==> src/rtl/uart_arb_pkg.sv <==
// uart_arb_pkg: shared definitions for the uart_regs two-port arbiter.
// Holds the FSM state encoding, data/address widths, legal read-latency
// bounds, the 16550 register map and a clamp helper for the read-latency
// counter load value.
package uart_arb_pkg;

  localparam int DATA_W = 8;
  localparam int ADDR_W = 3;

  typedef enum logic [1:0] {
    ST_IDLE   = 2'd0,
    ST_STROBE = 2'd1,
    ST_WAIT   = 2'd2,
    ST_ACK    = 2'd3
  } arb_state_e;

  localparam int RD_LAT_MIN = 0;
  localparam int RD_LAT_MAX = 3;

  // 16550 register map
  localparam logic [ADDR_W-1:0] UART_RBR = 3'd0;
  localparam logic [ADDR_W-1:0] UART_THR = 3'd0;
  localparam logic [ADDR_W-1:0] UART_IER = 3'd1;
  localparam logic [ADDR_W-1:0] UART_IIR = 3'd2;
  localparam logic [ADDR_W-1:0] UART_FCR = 3'd2;
  localparam logic [ADDR_W-1:0] UART_LCR = 3'd3;
  localparam logic [ADDR_W-1:0] UART_MCR = 3'd4;
  localparam logic [ADDR_W-1:0] UART_LSR = 3'd5;
  localparam logic [ADDR_W-1:0] UART_MSR = 3'd6;
  localparam logic [ADDR_W-1:0] UART_SCR = 3'd7;

  // Saturates a read latency into the 2-bit wait counter range.
  function automatic logic [1:0] rd_lat_load(input int lat);
    if (lat < RD_LAT_MIN) return 2'd0;
    if (lat > RD_LAT_MAX) return 2'd3;
    return 2'(lat);
  endfunction

endpackage

==> src/rtl/uart_arb_rr_pick.sv <==
// uart_arb_rr_pick: combinational two-way round-robin selector.
// Ports:
//   req0, req1  - pending requests
//   last_owner  - index of the most recently granted port
//   locked      - when high only last_owner may be granted
//   grant       - a port is granted this cycle
//   grant_idx   - index of the granted port (last_owner when no grant)
module uart_arb_rr_pick (
  input  logic req0,
  input  logic req1,
  input  logic last_owner,
  input  logic locked,
  output logic grant,
  output logic grant_idx
);

  always_comb begin
    grant     = 1'b0;
    grant_idx = last_owner;
    if (locked) begin
      grant     = last_owner ? req1 : req0;
      grant_idx = last_owner;
    end else if (req0 && req1) begin
      // tie goes to whoever did not have the bus last
      grant     = 1'b1;
      grant_idx = ~last_owner;
    end else if (req0) begin
      grant     = 1'b1;
      grant_idx = 1'b0;
    end else if (req1) begin
      grant     = 1'b1;
      grant_idx = 1'b1;
    end
  end

endmodule

==> src/rtl/uart_reg_arbiter.sv <==
// uart_reg_arbiter: serialises single-register accesses from two requesters
// onto the uart_regs bus with round-robin fairness. Each access produces one
// we/re strobe, read data is captured RD_LAT cycles after the strobe and the
// winning port receives a one-cycle ack.
// Parameters:
//   RD_LAT - cycles from uart_re_o to valid uart_rdata_i (0..3)
// Ports:
//   CLK, RESET                  - clock, synchronous active-high reset
//   req*_i, addr*_i, we*_i,
//   wdata*_i, lock*_i           - requester side inputs (port 0 / port 1)
//   ack*_o, rdata*_o            - requester side completion and read data
//   uart_addr_o, uart_wdata_o,
//   uart_we_o, uart_re_o,
//   uart_rdata_i                - bus to uart_regs
//   busy_o                      - access in progress (state not IDLE)
//   owner_o                     - current or last granted port
// Build option: define UART_ARB_LOCK_EN to let the owner hold the grant
// across accesses via lock*_i; otherwise lock*_i is ignored.
module uart_reg_arbiter
  import uart_arb_pkg::*;
#(
  parameter int RD_LAT = 1
) (
  input  logic              CLK,
  input  logic              RESET,
  input  logic              req0_i,
  input  logic              req1_i,
  input  logic [ADDR_W-1:0] addr0_i,
  input  logic [ADDR_W-1:0] addr1_i,
  input  logic              we0_i,
  input  logic              we1_i,
  input  logic [DATA_W-1:0] wdata0_i,
  input  logic [DATA_W-1:0] wdata1_i,
  input  logic              lock0_i,
  input  logic              lock1_i,
  output logic              ack0_o,
  output logic              ack1_o,
  output logic [DATA_W-1:0] rdata0_o,
  output logic [DATA_W-1:0] rdata1_o,
  output logic [ADDR_W-1:0] uart_addr_o,
  output logic [DATA_W-1:0] uart_wdata_o,
  output logic              uart_we_o,
  output logic              uart_re_o,
  input  logic [DATA_W-1:0] uart_rdata_i,
  output logic              busy_o,
  output logic              owner_o
);

  arb_state_e state;
  logic [1:0] wait_cnt;
  logic       grant;
  logic       grant_idx;
  logic       sel_we;
  logic       locked;

`ifndef UART_ARB_LOCK_EN
  logic lock_unused;
  assign locked      = 1'b0;
  assign lock_unused = lock0_i | lock1_i;
`endif

  uart_arb_rr_pick u_pick (
    .req0       (req0_i),
    .req1       (req1_i),
    .last_owner (owner_o),
    .locked     (locked),
    .grant      (grant),
    .grant_idx  (grant_idx)
  );

  assign sel_we = grant_idx ? we1_i : we0_i;
  assign busy_o = (state != ST_IDLE);

  always_ff @(posedge CLK) begin
    if (RESET) begin
      state        <= ST_IDLE;
      wait_cnt     <= 2'd0;
      owner_o      <= 1'b1;
      uart_addr_o  <= '0;
      uart_wdata_o <= '0;
      uart_we_o    <= 1'b0;
      uart_re_o    <= 1'b0;
      ack0_o       <= 1'b0;
      ack1_o       <= 1'b0;
      rdata0_o     <= '0;
      rdata1_o     <= '0;
`ifdef UART_ARB_LOCK_EN
      locked       <= 1'b0;
`endif
    end else begin
      unique case (state)
        // IDLE: arbitrate and latch the winner's access onto the bus
        ST_IDLE: begin
          if (grant) begin
            owner_o      <= grant_idx;
            uart_addr_o  <= grant_idx ? addr1_i : addr0_i;
            uart_wdata_o <= grant_idx ? wdata1_i : wdata0_i;
            uart_we_o    <= sel_we;
            uart_re_o    <= ~sel_we;
            state        <= ST_STROBE;
          end
        end
        // STROBE: single-cycle we/re; zero-latency reads capture here
        ST_STROBE: begin
          uart_we_o <= 1'b0;
          uart_re_o <= 1'b0;
          if (uart_we_o || RD_LAT == 0) begin
            if (!uart_we_o) begin
              if (owner_o) rdata1_o <= uart_rdata_i;
              else         rdata0_o <= uart_rdata_i;
            end
            ack0_o <= ~owner_o;
            ack1_o <= owner_o;
            state  <= ST_ACK;
          end else begin
            wait_cnt <= rd_lat_load(RD_LAT);
            state    <= ST_WAIT;
          end
        end
        // WAIT: read data is valid in the cycle the counter reaches 1
        ST_WAIT: begin
          wait_cnt <= wait_cnt - 2'd1;
          if (wait_cnt == 2'd1) begin
            if (owner_o) rdata1_o <= uart_rdata_i;
            else         rdata0_o <= uart_rdata_i;
            ack0_o <= ~owner_o;
            ack1_o <= owner_o;
            state  <= ST_ACK;
          end
        end
        // ACK: ack pulse ends, optional grant hold is decided
        ST_ACK: begin
          ack0_o <= 1'b0;
          ack1_o <= 1'b0;
`ifdef UART_ARB_LOCK_EN
          locked <= owner_o ? lock1_i : lock0_i;
`endif
          state  <= ST_IDLE;
        end
        default: state <= ST_IDLE;
      endcase
    end
  end

endmodule
==> config.mk <==
export PLATFORM = sky130hd
export DESIGN_NAME = uart_reg_arbiter
export DESIGN_NICKNAME = d
export VERILOG_FILES = /design/src/rtl/uart_arb_pkg.sv /design/src/rtl/uart_arb_rr_pick.sv /design/src/rtl/uart_reg_arbiter.sv
export SDC_FILE = /design/constraint.sdc
export NUM_CORES = 1
export LEC_CHECK = 0
export BUFFER_PORTS_ARGS = -buffer_cell sky130_fd_sc_hd__buf_2
export CAP_MARGIN = 20
export CORE_MARGIN = 2
export CORE_UTILIZATION = 41
export CTS_BUF_LIST = sky130_fd_sc_hd__clkbuf_16
export DETAILED_ROUTE_END_ITERATION = 12
export GPL_TIMING_DRIVEN = 0
export HOLD_SLACK_MARGIN = 0.15
export PLACE_DENSITY = 0.84
export SLEW_MARGIN = 20
export SYNTH_ARGS = -nofsm -noshare
export SYNTH_HDL_FRONTEND = slang
export SYNTH_SLANG_ARGS = --single-unit
==> constraint.sdc <==
create_clock -name CLK -period 1.3 [get_ports CLK]
set_input_delay 0.26 -clock CLK [delete_from_list [all_inputs] [get_ports CLK]]
set_output_delay 0.26 -clock CLK [all_outputs]
set_load 0.01 [all_outputs]
==> impl_metrics.env, run 1 <==
export IMPL_whs_path_depth=3
export IMPL_h_tree_depth=2
export IMPL_clk_path_buf_depth=2
export IMPL_synth_nets=199
export IMPL_pwr_share_comb_pct=46.7
export IMPL_area_growth_pct=53.6
export IMPL_drtPass1Iterations=4
export IMPL_swShare_pct=37.2
export IMPL_min_period_over_period_pct=104
export IMPL_route_vias_total=1480
export IMPL_seqPwrFrac_pct=31.3
export IMPL_rsz0062_at_grt="yes"
export IMPL_ys_seq_area_share_pct=46.1
export IMPL_ir_drop_uv=1040
export IMPL_min_path_type="input port to flip-flop"
export IMPL_intPower_mw=3.26
export IMPL_worst_slew_pin_slew_ns=0.425
export IMPL_gr_total_overflow=0
export IMPL_tns_ns=-0.160
export IMPL_status="finished with violations"
export IMPL_utilization_pct=65.6
export IMPL_grt_start_max_net_pins=13
export IMPL_synthesis_area_um2=1560
export IMPL_synth_largest_area_cell="dfxtp_1"
export IMPL_synth_top_cell_area_share_pct=46.1
export IMPL_dpl_instance_area_um2=2000
export IMPL_initial_utilization_pct=42.7
export IMPL_drt_iter0_drc=44
export IMPL_design_area_um2=2400
export IMPL_drv_cap=0
export IMPL_power_switching_mw=1.93
export IMPL_fp_dieW_um=65.8
export IMPL_grt_first_pass_wirelength_um=6190
export IMPL_synth_main_ff_cell="dfxtp_1"
export IMPL_syn_avg_cell_area_um2=10.0
export IMPL_numCtsBuffers=5
export IMPL_slew_headroom_pct=71.6
export IMPL_reg2reg_depth=6
export IMPL_start_kind="flip-flop"
export IMPL_ff2ff_setup_slack_ns=-0.05
export IMPL_core_area_um2=3660
export IMPL_clk_latency_ns=0.28
export IMPL_cts_root_buf="clkbuf_16"
export IMPL_hold_viol=0
export IMPL_drc=0
export IMPL_crit_required_ns=1.45
export IMPL_pin_count=71
export IMPL_period_needed_ns=1.35
export IMPL_r2r_start="state[0]"
export IMPL_setup_violations=5
export IMPL_gr_usage_all_layers_pct=18.7
export IMPL_synth_edf_count=0
export IMPL_antenna_found_initial=0
export IMPL_fin_ws_ns=-0.0502
export IMPL_clk_pin_slew_ns=0.05
export IMPL_place_congestion=0.753
export IMPL_cp_slowest_stage_delay_ns=0.38
export IMPL_drt_wl_total_um=4200
export IMPL_worstHoldEndpoint="rdata0_o[4]"
export IMPL_cpMaxStageDelayCell="dfxtp_4"
export IMPL_vias_per_cell=5.17
export IMPL_reg2reg_to="state[1]"
export IMPL_fin_skew_ns=0.00308
export IMPL_endpoint_kind="flip-flop"
export IMPL_drv_slew=0
export IMPL_dp_hpwl_um=2620
export IMPL_cp_data_arrival_time_ns=1.50
export IMPL_syn_instance_count=156
export IMPL_synth_async_reset_ratio_pct=0
export IMPL_powerDensity_nw_per_um2=2160
export IMPL_ys_warn_count=0
export IMPL_cts_tree="yes"
export IMPL_synth_seq_cells=36
export IMPL_p_leak_nw=1.19
export IMPL_port_buffers=68
export IMPL_p_clk_share_pct=22.1
export IMPL_fp_dieH_um=65.8
export IMPL_timing_fmax_ghz=0.741
export IMPL_num_rows=22
export IMPL_nets=280
export IMPL_drt_wirelength_per_cell_um=14.7
export IMPL_violations="negative setup slack"
export IMPL_synth_area_leaders="dfxtp_1 46%, mux2i_1 19%, nor2_1 8.4%"
export IMPL_crit_chain="inv_4 > ha_4 > buf_4 > a21oi_2 > mux2i_1 > nor2_1"
export IMPL_clock_sinks=36
export IMPL_n_antenna_cell=0
export IMPL_ys_types=29
export IMPL_min_from="uart_rdata_i[4]"
export IMPL_grt_pass1_vias=1390
export IMPL_drive_gt1_share_pct=54.2
export IMPL_cp_max_fo=4
export IMPL_postRouteAntennaNets=0
export IMPL_crit_type="flip-flop to flip-flop"
export IMPL_die_area_um2=4320
-- cells in the mapped netlist, types with 4 or more instances --
master    count
mux2i_1      30
dfxtp_1      36
inv_1         5
clkbuf_1      4
ha_1          5
nor2_1       35
a211oi_1     12
-- logic make-up (layout without fill, tap and decap cells) --
family	count (synthesis)	in the layout	share of synthesized area [%]
AND/OR/NAND/NOR	47	47	13.2
flip-flops	36	36	46.1
multiplexers	30	30	19.2
AO/OA/AOI/OAI	24	24	12.2
buffers and inverters	14	96	5.28
adder cells (fa/ha/maj)	5	5	4.00
-- cell type report --
type / instances / area [µm²]
Inverter: 5 / 26.3
Clock inverter: 3 / 18.8
Fill cell: 287 / 1260
Timing Repair Buffer: 75 / 420
Buffer: 8 / 70.1
Multi-Input combinational cell: 106 / 948
Clock buffer: 5 / 125
Tap cell: 48 / 60.1
Sequential cell: 36 / 733
-- layout by cell type (no fill, tap or decap), drive strengths merged, types with 2 or more instances in the layout --
cell    netlist  routed
a211oi       13      13
a21oi         2       2
buf           5      78
clkbuf        4      10
clkinv        0       3
dfxtp        36      36
ha            5       5
inv           5       5
mux2i        30      30
nand2         2       2
nand2b        2       2
nand3b        2       2
nor2         36      36
nor2b         2       2
o21ai         3       3
-- state kept, by name (all words and copies together), names as in the netlist --
signal,count
owner_o,1
rdata1_o,8
ack0_o,1
wait_cnt,2
state,2
uart_wdata_o,8
ack1_o,1
uart_re_o,1
uart_we_o,1
uart_addr_o,3
rdata0_o,8
-- per-layer routing --
metal	up-vias	global-route usage, %	wire length [µm]
li1	708	-	-
met1	716	21.1	1690
met2	45	34.2	2250
met3	11	2.74	160
met4	0	8.33	102
met5	-	0	0
-- worst max-delay path, delay by kind of cell, from the launching register on --
| family | cells | cell delay, ns |
|---|---|---|
| AO/OA/AOI/OAI | 1 | 0.17 |
| adder cells (fa/ha/maj) | 1 | 0.18 |
| buffers and inverters | 2 | 0.20 |
| flip-flops | 1 | 0.38 |
| multiplexers | 1 | 0.23 |
| AND/OR/NAND/NOR | 1 | 0.06 |
-- worst max path at each step --
stage	start	to	slack [ns]	cells after the start
6_report	state[0]	state[1]	-0.05	6
5_1_grt	state[1]	uart_wdata_o[7]	-0.11	7
4_1_cts	state[0]	ack0_o	-0.04	6
3_5_place_dp	state[1]	ack0_o	-0.12	5
3_3_place_gp	state[0]	ack0_o	-0.1	6
2_1_floorplan	state[0]	ack0_o	0.002	6
-- stage by stage --
stage / std cells / total power, mW / hold slack, ns / setup WS (ns)
global route: 286 / 5.48 / 0.247 / -0.108
global placement: 272 / 3.19 / 0.458 / -0.0977
detailed placement: 272 / 3.24 / 0.465 / -0.118
finish: 286 / 5.20 / 0.227 / -0.0502
CTS: 285 / 4.76 / 0.230 / -0.0384
floorplan: 156 / 2.76 / 0.404 / 0.00154
-- repair_timing --
| item | CTS | global route |
|---|---|---|
| pin swaps | 6 | 14 |
| cloned | 1 | 1 |
| setup endpoints to repair | 35 | 34 |
| hold buffers | 0 | 0 |
| resized for setup | 20 | 34 |
| setup buffers | 4 | 1 |
-- power groups by stage --
stage / logic (mW) / registers [mW] / clock network [mW]
5_1_grt: 2.61 / 1.65 / 1.22
3_3_place_gp: 1.68 / 1.52 / 0
2_1_floorplan: 1.15 / 1.61 / 0
4_1_cts: 2.06 / 1.53 / 1.17
6_report: 2.42 / 1.62 / 1.15
3_5_place_dp: 1.71 / 1.53 / 0
Power figures use the tool's default switching activity.
==> inputs of run 2 (changes only) <==
==> constraint.sdc (replaced) <==
create_clock -name CLK -period 1.3 [get_ports CLK]
set_input_delay 0.26 -clock CLK [delete_from_list [all_inputs] [get_ports CLK]]
set_output_delay 0.26 -clock CLK [all_outputs]
set_load 0.005 [all_outputs]
==> run 2 against run 1 <==
- the run still ends with negative setup slack left
- via count increased by 1.7%
- fmax is 2.1% lower
- die area did not move
- clock power is 51% higher
- hold slack better by 0.0013 ns
- critical path depth down 1
- sequential power hardly changed
- final area up 6.9%
- combinational power up 10%
- register-to-register slack got worse by 0.03 ns
- critical endpoint is now uart_wdata_o[7]
- highest routed layer unchanged
==> impl_metrics.env, run 2 (synthesis results as in run 1) <==
export IMPL_cts_root_buf="clkbuf_16"
export IMPL_ff2ff_setup_slack_ns=-0.08
export IMPL_die_area_um2=4320
export IMPL_r2r_start="owner_o"
export IMPL_fp_dieH_um=65.8
export IMPL_fp_dieW_um=65.8
export IMPL_clk_path_buf_depth=2
export IMPL_stdcell_count=290
export IMPL_min_from="uart_rdata_i[7]"
export IMPL_timing_fmax_ghz=0.725
export IMPL_cp_data_arrival_time_ns=1.53
export IMPL_clk_pin_slew_ns=0.06
export IMPL_worst_slew_pin_slew_ns=0.522
export IMPL_start_kind="flip-flop"
export IMPL_status="finished with violations"
export IMPL_worstHoldEndpoint="rdata0_o[7]"
export IMPL_powerDensity_nw_per_um2=2340
export IMPL_n_antenna_cell=0
export IMPL_route_met3_wl_um=224
export IMPL_p_leak_nw=1.25
export IMPL_gr_usage_all_layers_pct=21.1
export IMPL_dp_cells=272
export IMPL_cts_tree="yes"
export IMPL_crit_required_ns=1.45
export IMPL_drv_slew=0
export IMPL_violations="negative setup slack"
export IMPL_slew_headroom_pct=65.2
export IMPL_cp_max_fo=5
export IMPL_reg2reg_depth=5
export IMPL_grt_first_pass_wirelength_um=6780
export IMPL_final_common_cell="buf_2"
export IMPL_total_power_mw=6.00
export IMPL_rsz0062_at_grt="yes"
export IMPL_largestRegisters="rdata0_o (8), rdata1_o (8), uart_wdata_o (8)"
export IMPL_grt_start_max_net_pins=13
export IMPL_min_period_over_period_pct=106
export IMPL_port_buffers=68
export IMPL_drt_iter0_drc=87
export IMPL_drive_gt1_share_pct=57.4
export IMPL_pin_count=71
export IMPL_clk_latency_ns=0.28
export IMPL_initial_utilization_pct=42.7
export IMPL_drtPass1Iterations=4
export IMPL_dp_hpwl_um=2590
export IMPL_met1Wirelength_um=1880
export IMPL_core_area_um2=3660
export IMPL_antenna_found_initial=0
export IMPL_gr_total_overflow=0
export IMPL_drc=0
export IMPL_drt_wirelength_per_cell_um=17.2
export IMPL_reg2reg_to="uart_wdata_o[7]"
export IMPL_worst_hold_slack_ns=0.228
export IMPL_grt_pass1_vias=1455
export IMPL_cts_hold_fix_buffers=0
export IMPL_h_tree_depth=2
export IMPL_crit_type="flip-flop to flip-flop"
export IMPL_layout_common_cells="67 x buf_2, 32 x dfxtp_1, 28 x nor2_1"
export IMPL_area_growth_pct=64.2
export IMPL_vias_per_cell=5.19
export IMPL_whs_path_depth=3
export IMPL_nFillCells=259
export IMPL_drv_cap=0
export IMPL_postRouteAntennaNets=0
export IMPL_num_rows=22
export IMPL_nets=284
export IMPL_ir_drop_uv=1420
export IMPL_min_path_type="input port to flip-flop"
export IMPL_drt_wl_total_um=4980
export IMPL_setup_violations=18
export IMPL_highest_layer="met4"
export IMPL_numCtsBuffers=5
export IMPL_fin_skew_ns=0.00292
export IMPL_period_needed_ns=1.38
export IMPL_clock_sinks=36
export IMPL_place_congestion=0.707
export IMPL_met2_wirelength_um=2830
export IMPL_route_vias_total=1505
export IMPL_endpoint_kind="flip-flop"
export IMPL_hold_viol=0
export IMPL_fin_ws_ns=-0.0791
run 2: repair_timing:
item                                   in CTS  in global routing
gates resized for setup                    35                 32
setup endpoints to repair                  32                 25
pin swaps                                   7                 12
setup buffers                               7                  2
endpoints found under the hold margin       0                  0
gates cloned                                2                  0
run 2: worst max path at each step:
stage / slack, ns / end / from / cells past startpoint
5_1_grt: -0.13 / uart_wdata_o[7] / owner_o / 5
4_1_cts: -0.05 / ack0_o / state[0] / 6
3_3_place_gp: -0.12 / ack0_o / state[0] / 6
2_1_floorplan: -0.02 / ack0_o / state[0] / 6
3_5_place_dp: -0.18 / uart_wdata_o[2] / state[0] / 7
6_report: -0.08 / uart_wdata_o[7] / owner_o / 5
run 2: worst max-delay path, stage by stage (launching register included):
cell and delay, ns:
dfxtp_4 0.37, o21ai_4 0.24, buf_12 0.14, buf_4 0.12, mux2i_1 0.27, a211oi_2 0.11
run 2: metrics by stage:
| stage | setup TNS (ns) | setup slack [ns] | area (µm²) | utilization [%] |
|---|---|---|---|---|
| finish | -0.640 | -0.0791 | 2570 | 70.1 |
| CTS | -0.0489 | -0.0457 | 2430 | 66.4 |
| global placement | -1.59 | -0.118 | 1980 | 54.1 |
| global route | -1.84 | -0.133 | 2570 | 70.1 |
| detailed placement | -2.26 | -0.178 | 1980 | 54.1 |
| floorplan | -0.0197 | -0.0197 | 1580 | - |
run 2: routing by layer:
| metal | vias to the layer above | track usage, % |
|---|---|---|
| met5 | - | 0 |
| met4 | 0 | 5.73 |
| met3 | 4 | 5.14 |
| met2 | 49 | 37.2 |
| met1 | 740 | 25.2 |
| li1 | 712 | - |
run 2: area by class of cell:
class	count	area (µm²)	area share [%]
multi-input combinational	106	981	38.2
sequential	36	733	28.6
timing repair buffer	79	482	18.8
clock buffer	5	125	4.87
clock inverter	3	90.1	3.51
buffer	8	70.1	2.73
tap	48	60.1	2.34
inverter	5	26.3	1.02
run 2: report_power, final:
group / switching (mW) / internal, mW
logic: 1.33 / 1.34
clock network: 0.444 / 1.29
registers: 0.211 / 1.38
==> inputs of run 3 (changes only) <==
==> constraint.sdc (replaced) <==
create_clock -name CLK -period 1.3 [get_ports CLK]
set_input_delay 0 -clock CLK [delete_from_list [all_inputs] [get_ports CLK]]
set_output_delay 0 -clock CLK [all_outputs]
set_load 0.005 [all_outputs]
==> run 3 against run 2 <==
- the run still ends with negative setup slack left
- clock power about the same
- utilization up 11 points
- final cell count up 13%
- clock-buffer cell count unchanged
- combinational power up 15%
- sequential power up 3%
- setup slack worse by 0.060 ns
- via count up 15%
- first-iteration DRC count up 29%
- critical path type unchanged
==> impl_metrics.env, run 3 (synthesis results as in run 1) <==
export IMPL_cp_data_arrival_time_ns=1.59
export IMPL_grt_pass1_vias=1740
export IMPL_largestRegisters="rdata0_o (8), rdata1_o (8), uart_wdata_o (8)"
export IMPL_dp_hpwl_um=2590
export IMPL_worst_slew_pin_slew_ns=0.646
export IMPL_timing_fmax_ghz=0.695
export IMPL_endpoint_kind="flip-flop"
export IMPL_setup_violations=26
export IMPL_ir_drop_uv=1400
export IMPL_cts_root_buf="clkbuf_16"
export IMPL_met2_usage_pct=45.8
export IMPL_drt_wl_total_um=6300
export IMPL_antenna_found_initial=1
export IMPL_rsz0062_at_grt="yes"
export IMPL_fp_dieW_um=65.8
export IMPL_period_needed_ns=1.44
export IMPL_worst_hold_slack_ns=0.171
export IMPL_clock_sinks=36
export IMPL_h_tree_depth=2
export IMPL_powerDensity_nw_per_um2=2180
export IMPL_drt_iter0_drc=112
export IMPL_drtPass1Iterations=4
export IMPL_fin_ws_ns=-0.139
export IMPL_core_area_um2=3660
export IMPL_final_common_cell="buf_2"
export IMPL_slew_headroom_pct=56.9
export IMPL_pin_count=71
export IMPL_cp_max_fo=4
export IMPL_route_vias_total=1738
export IMPL_grtUsageMet3_pct=8.05
export IMPL_met1_usage_pct=30.9
export IMPL_min_path_type="input port to flip-flop"
export IMPL_drc=0
export IMPL_clk_path_buf_depth=2
export IMPL_tns_ns=-1.56
export IMPL_drt_wirelength_per_cell_um=19.2
export IMPL_port_buffers=68
export IMPL_nets=322
export IMPL_drv_slew=0
export IMPL_cts_tree="yes"
export IMPL_hold_viol=0
export IMPL_gr_total_overflow=0
export IMPL_clk_pin_slew_ns=0.06
export IMPL_postRouteAntennaNets=0
export IMPL_area_growth_pct=88.9
export IMPL_crit_required_ns=1.45
export IMPL_violations="negative setup slack"
export IMPL_total_power_mw=6.43
export IMPL_die_area_um2=4320
export IMPL_p_leak_nw=1.41
export IMPL_min_period_over_period_pct=111
export IMPL_place_congestion=0.707
export IMPL_fp_dieH_um=65.8
export IMPL_drive_gt1_share_pct=50.0
export IMPL_gr_usage_all_layers_pct=27.0
export IMPL_utilization_pct=80.7
export IMPL_crit_type="flip-flop to flip-flop"
export IMPL_initial_utilization_pct=42.7
export IMPL_fin_skew_ns=0.00275
export IMPL_grt_first_pass_wirelength_um=8560
export IMPL_top_usage_layer="met2"
export IMPL_clk_latency_ns=0.28
export IMPL_status="finished with violations"
export IMPL_vias_per_cell=5.28
export IMPL_layout_common_cells="68 x buf_2, 33 x dlygate4sd3_1, 32 x dfxtp_1"
export IMPL_numCtsBuffers=5
export IMPL_drv_cap=0
export IMPL_start_kind="flip-flop"
export IMPL_grt_start_max_net_pins=13
export IMPL_num_rows=22
## run 3: changes by cell type in the layout (fill, tap and decap cells not counted), sizes merged
cell         previous run  this run
buf                    83        88
diode                   0         1
dlygate4sd3             0        33
## run 3: final timing paths
path | cells after the start | from | slack (ns) | endpoint
worst min register to register | 2 | rdata0_o[5] | 0.49 | rdata0_o[5]
worst max register to register | 6 | state[0] | -0.14 | ack0_o
worst max-delay path | 6 | state[0] | -0.14 | ack0_o
worst min-delay path | 4 | req0_i | 0.17 | owner_o
## run 3: layer usage
layer	vias up	part of all wire (%)	routed length, µm
li1	792	-	-
met1	828	37	2330
met2	88	53	3350
met3	30	5.0	315
met4	0	4.8	301
met5	-	0	0
## run 3: cell type report
cell class	count	area, µm²
fill	220	707
tap	48	60.1
timing repair buffer	117	846
antenna	1	2.50
clock buffer	5	125
buffer	8	68.8
sequential	36	733
multi-input combinational	106	1000
clock inverter	3	90.1
inverter	5	28.8
## run 3: worst max-delay path, stage by stage (launching register included)
cell and delay [ns]:
dfxtp_4 0.40, inv_6 0.05, ha_4 0.17, nor2b_4 0.15, a211oi_4 0.26, mux2i_1 0.23, nor2_1 0.05
## run 3: repair_timing
| action | 4_1_cts | 5_1_grt |
|---|---|---|
| endpoints found under the hold margin | 29 | 0 |
| hold buffers | 33 | 0 |
| buffers inserted | 7 | 7 |
| gates cloned | 2 | 0 |
| pin swaps | 15 | 13 |
| resized for setup | 31 | 40 |
| setup endpoints to repair | 31 | 30 |
## run 3: stage by stage
step / worst slack (ns) / cells / instance area, µm²
after floorplan: -0.0197 / 156 / 1580
after global placement: -0.118 / 272 / 1980
after detailed placement: -0.178 / 272 / 1980
after CTS: -0.0382 / 322 / 2750
after global routing: -0.168 / 329 / 2950
final: -0.139 / 329 / 2950
## run 3: power by group
group,leakage (nW),switching [mW],internal (mW)
combinational,1.01,1.51,1.54
sequential,0.296,0.251,1.38
clock,0.104,0.449,1.29
total,1.41,2.21,4.21
